==> src/rtl/exe_cond_stage.sv <==
// Execute-stage condition check, architectural NZCV flag register and the E->M pipeline register.
// Controls with side effects are squashed when the condition fails; flush zeroes the M stage.
module exe_cond_stage #(
    parameter int N = 32
) (
    input  logic         clk,
    input  logic         reset,
    input  logic         StallM,
    input  logic         FlushM,
    input  logic [3:0]   CondE,
    input  logic [1:0]   FlagWriteE,
    input  logic [3:0]   AluFlags,
    input  logic [N-1:0] ALUResultE,
    input  logic [N-1:0] WriteDataE,
    input  logic [3:0]   WA3E,
    input  logic         PCSrcE,
    input  logic         RegWriteE,
    input  logic         MemWriteE,
    input  logic         MemtoRegE,
    input  logic         BranchE,
    output logic [3:0]   Flags,
    output logic         CondExE,
    output logic         BranchTakenE,
    output logic         PCSrcM,
    output logic         RegWriteM,
    output logic         MemWriteM,
    output logic         MemtoRegM,
    output logic [N-1:0] ALUResultM,
    output logic [N-1:0] WriteDataM,
    output logic [3:0]   WA3M
);

    typedef enum logic [3:0] {
        EQ = 4'b0000, NE = 4'b0001, CS = 4'b0010, CC = 4'b0011,
        MI = 4'b0100, PL = 4'b0101, VS = 4'b0110, VC = 4'b0111,
        HI = 4'b1000, LS = 4'b1001, GE = 4'b1010, LT = 4'b1011,
        GT = 4'b1100, LE = 4'b1101, AL = 4'b1110, NV = 4'b1111
    } cond_t;

    logic [3:0]   r_flags;
    logic         r_pcSrcM;
    logic         r_regWriteM;
    logic         r_memWriteM;
    logic         r_memtoRegM;
    logic [N-1:0] r_aluResultM;
    logic [N-1:0] r_writeDataM;
    logic [3:0]   r_wa3M;

    logic w_n, w_z, w_c, w_v;
    logic w_condEx;
    logic w_flagWrNZ;
    logic w_flagWrCV;

    assign {w_n, w_z, w_c, w_v} = r_flags;

    // Condition is judged only against the registered flags, so a flag-setting
    // instruction influences the next instruction, never itself.
    always_comb begin
        w_condEx = 1'b0;
        case (cond_t'(CondE))
            EQ: w_condEx = w_z;
            NE: w_condEx = ~w_z;
            CS: w_condEx = w_c;
            CC: w_condEx = ~w_c;
            MI: w_condEx = w_n;
            PL: w_condEx = ~w_n;
            VS: w_condEx = w_v;
            VC: w_condEx = ~w_v;
            HI: w_condEx = w_c & ~w_z;
            LS: w_condEx = ~w_c | w_z;
            GE: w_condEx = (w_n == w_v);
            LT: w_condEx = (w_n != w_v);
            GT: w_condEx = ~w_z & (w_n == w_v);
            LE: w_condEx = w_z | (w_n != w_v);
            AL: w_condEx = 1'b1;
            NV: w_condEx = 1'b0;
            default: w_condEx = 1'b0;
        endcase
    end

    assign w_flagWrNZ = FlagWriteE[1] & w_condEx;
    assign w_flagWrCV = FlagWriteE[0] & w_condEx;

    // Reset beats flush beats stall; flags only move on a normal load.
    always_ff @(posedge clk) begin
        if (reset) begin
            r_flags      <= 4'b0000;
            r_pcSrcM     <= 1'b0;
            r_regWriteM  <= 1'b0;
            r_memWriteM  <= 1'b0;
            r_memtoRegM  <= 1'b0;
            r_aluResultM <= '0;
            r_writeDataM <= '0;
            r_wa3M       <= 4'b0000;
        end else if (FlushM) begin
            r_pcSrcM     <= 1'b0;
            r_regWriteM  <= 1'b0;
            r_memWriteM  <= 1'b0;
            r_memtoRegM  <= 1'b0;
            r_aluResultM <= '0;
            r_writeDataM <= '0;
            r_wa3M       <= 4'b0000;
        end else if (!StallM) begin
            r_pcSrcM     <= PCSrcE & w_condEx;
            r_regWriteM  <= RegWriteE & w_condEx;
            r_memWriteM  <= MemWriteE & w_condEx;
            r_memtoRegM  <= MemtoRegE;
            r_aluResultM <= ALUResultE;
            r_writeDataM <= WriteDataE;
            r_wa3M       <= WA3E;
            if (w_flagWrNZ) begin
                r_flags[3:2] <= AluFlags[3:2];
            end
            if (w_flagWrCV) begin
                r_flags[1:0] <= AluFlags[1:0];
            end
        end
    end

    assign Flags        = r_flags;
    assign CondExE      = w_condEx;
    assign BranchTakenE = BranchE & w_condEx;
    assign PCSrcM       = r_pcSrcM;
    assign RegWriteM    = r_regWriteM;
    assign MemWriteM    = r_memWriteM;
    assign MemtoRegM    = r_memtoRegM;
    assign ALUResultM   = r_aluResultM;
    assign WriteDataM   = r_writeDataM;
    assign WA3M         = r_wa3M;

endmodule

==> config.mk <==
export PLATFORM = sky130hd
export DESIGN_NAME = exe_cond_stage
export DESIGN_NICKNAME = d
export VERILOG_FILES = /design/src/rtl/exe_cond_stage.sv
export SDC_FILE = /design/constraint.sdc
export NUM_CORES = 1
export LEC_CHECK = 0
export CAP_MARGIN = 20
export CORE_UTILIZATION = 30
export DETAILED_ROUTE_END_ITERATION = 12
export MAX_ROUTING_LAYER = met4
export PLACE_DENSITY = 0.65
export SLEW_MARGIN = 20
export SYNTH_ARGS = -nofsm -noshare
export SYNTH_HDL_FRONTEND = slang
export SYNTH_SLANG_ARGS = --single-unit
==> constraint.sdc <==
create_clock -name clk -period 4.7 [get_ports clk]
set_input_delay 0.705 -clock clk [delete_from_list [all_inputs] [get_ports clk]]
set_output_delay 0.705 -clock clk [all_outputs]
set_load 0.05 [all_outputs]
==> flow_summary.json <==
{
  "fillers": 866,
  "dpl.hpwl_um": 5410,
  "clk_latency_ns": 0.34,
  "drive_gt1_frac": 0.0761,
  "synth_edf_count": 0,
  "yosysWarnings": 0,
  "use_met3": 0.0524,
  "first_pass_iters": 4,
  "pin_count": 165,
  "cts_buffers": 9,
  "synth-main-ff-cell": "dfxtp_1",
  "cts_root_buffer": "clkbuf_8",
  "overflow": 0,
  "synthCells": 285,
  "finalCritPeriodShare": 0.861,
  "clock_path_buffers": 2,
  "finalSetupTns_ns": 0,
  "p_switching_w": 0.000411,
  "dp_slack_ns": 0.654,
  "drv_cap": 0,
  "grt_busiest_layer": "met2",
  "yosysSeqAreaShare": 0.515,
  "fin_nets": 529,
  "final_core_util": 0.525,
  "rows": 35,
  "power_leakage_nw": 1.98,
  "grt_pass1_wl_um": 11800,
  "worst_slew_pin_slew_ns": 0.932,
  "status": "finished, final reports clean",
  "die_y_um": 101,
  "drc_errors": 0,
  "htree_levels": 3,
  "swShare": 0.260,
  "post_cts_buffers": 0,
  "critPathBufInv": 3,
  "synth_cell_types": 33,
  "yosys.area.top_type_share": 0.515,
  "p_int_w": 0.00117,
  "grt_setup_unrepaired": "no",
  "gp_congestion": 0.743,
  "wl_per_cell_um": 13.2,
  "setup_viol": 0,
  "max-slew-margin-rel": 0.379,
  "critPathKind": "in2out",
  "drv_slew": 0,
  "synth.area.top_cells": "dfxtp_1, mux2i_1, nor2_1",
  "ir_worst_vdd_uv": 159,
  "avgSynthCellArea_um2": 10.4,
  "cts_tree": "built",
  "hold_viol": 0,
  "core_um2": 9370,
  "crit_path_end_kind": "primary output",
  "finClkSkew_ns": 0.000855,
  "num_antenna_cells": 0,
  "hp-class": "reg2reg",
  "portBuffers": 164,
  "power_frac_clock": 0.389,
  "antenna_found_initial": 0,
  "cts.sinks": 76,
  "cts_resized": 0,
  "power_density_nw_per_um2": 322,
  "fin_ws_ns": 0.651,
  "fin_crit_ns": 4.05,
  "critPathTopFamily": "buffers and inverters",
  "synth_top_cell_by_area": "dfxtp_1",
  "die_w_um": 101,
  "design.die.area_um2": 10300,
  "critical-path-max-stage-delay_ns": 0.69,
  "start_util": 0.315,
  "totalWireLength_um": 7630,
  "critPathRequiredTime_ns": 3.99,
  "arrival_ns": 3.34,
  "grt_pass1_vias": 2491,
  "areaGrowthSynthToFinish_pct": 66.4,
  "cp_max_fo": 9,
  "crit_start": "CondE[1]",
  "holdWs_ns": 0.461,
  "synth_seq_cells": 76,
  "use_met2": 0.250,
  "viasPerCell": 4.35,
  "crit_slowest_cell": "clkdlybuf4s50_1",
  "timing.rr.start": "Flags[2]",
  "synthArstFlopShare": 0,
  "min_from": "MemWriteM",
  "clk_pin_slew_ns": 0.08,
  "syn_area_um2": 2960,
  "comb_power_share": 0.184,
  "crit_top_cell": "clkdlybuf4s50_1",
  "fmax_mhz": 247,
  "start_kind": "input pin",
  "synth_nets": 372,
  "ant_nets": 0,
  "cts_hold_repair.buffers": 0,
  "num_vias": 2505,
  "grtUsageMet1": 0.173,
  "crit_path_cell_trace": "clkdlybuf4s50_1 > inv_2 > maj3_2 > a211o_1 > a211o_2 > and2_2 > clkdlybuf4s50_1",
  "grt_start_max_net_pins": 60,
  "drt_iter0_drc": 61,
  "p_seq_frac": 0.427,
  "track_usage": 0.153
}
[layer usage]
layer	wire length, µm	share of wire
met5	0	0
met2	3700	0.48
met4	87	0.011
met3	596	0.078
met1	3250	0.43
[layout by cell type, fill, tap and decap left out, types with 2 or more instances in the layout]
cell / Yosys / layout
nand2_1: 3 / 3
xnor2_1: 2 / 2
clkdlybuf4s50_1: 0 / 163
nand3b_1: 4 / 4
and3_4: 2 / 2
nor2_1: 72 / 72
buf_4: 0 / 3
bufinv_16: 0 / 3
clkbuf_8: 2 / 10
a21oi_1: 4 / 4
or2b_2: 7 / 7
dfxtp_1: 76 / 76
o21ai_0: 2 / 2
mux2i_1: 74 / 74
nor4_1: 2 / 2
[kinds of logic (layout without fill, tap and decap cells)]
family / Yosys count / count (layout) / synth area share
buffers and inverters: 22 / 184 / 0.0381
AOI/OAI and AO/OA: 12 / 12 / 0.0271
muxes: 74 / 74 / 0.251
adders and majority gates: 1 / 1 / 0.00381
DFF: 76 / 76 / 0.515
and+or+nand+nor: 97 / 97 / 0.157
xor gates and xnor gates: 3 / 3 / 0.00889
[power by group through the flow]
stage | logic [W] | clock network, W | registers (W)
after global placement | 0.000291 | 0 | 0.000690
after detailed placement | 0.000294 | 0 | 0.000691
after CTS | 0.000295 | 0.000636 | 0.000676
after floorplan | 0.0000931 | 0 | 0.000763
after global routing | 0.000310 | 0.000663 | 0.000679
final | 0.000292 | 0.000617 | 0.000676
[worst paths after layout]
check                      end  slack [ns]  cells past startpoint
setup reg to reg      Flags[3]        2.82                      6
hold / removal       MemWriteM        0.46                      2
setup / recovery  BranchTakenE        0.65                      7
hold reg to reg      MemWriteM        0.46                      2
[sequential cells by signal (all words and copies together), names as in the netlist]
signal,cells
RegWriteM,1
ALUResultM,32
PCSrcM,1
WriteDataM,32
WA3M,4
Flags,4
MemtoRegM,1
MemWriteM,1
[synthesized netlist by cell type, drive strengths merged (2+ instances only)]
library cell	instances
dfxtp	76
mux2i	74
nor2	72
clkbuf	13
buf	7
or2b	7
a21oi	4
nand3b	4
nand2	3
a211o	2
and3	2
inv	2
nor4	2
o21ai	2
xnor2	2
[final cells by class]
class / count / area [µm²] / share of cell area
repair buffers: 166 / 1650 / 0.336
flip-flops and latches: 76 / 1520 / 0.309
multi-input cells: 187 / 1320 / 0.269
well taps: 129 / 161 / 0.0328
clock buffers: 10 / 138 / 0.0280
clock inverters: 6 / 111 / 0.0226
inverters: 2 / 7.51 / 0.00153
[worst reg2reg max path: stages, from the launching register on]
cell and delay [ns]:
dfxtp_1 0.48, o21ai_0 0.13, and4bb_2 0.23, a211o_1 0.23, a211o_2 0.40, and3_4 0.20
mux2i_1 0.11
[metrics by stage]
stage	power, W	area (µm²)	instances
floorplan	0.000856	2960	285
global placement	0.000981	4670	560
detailed placement	0.000984	4670	560
CTS	0.00161	4910	576
global route	0.00165	4920	576
finish	0.00158	4920	576
Note: power is estimated with default switching activity, not from simulation.
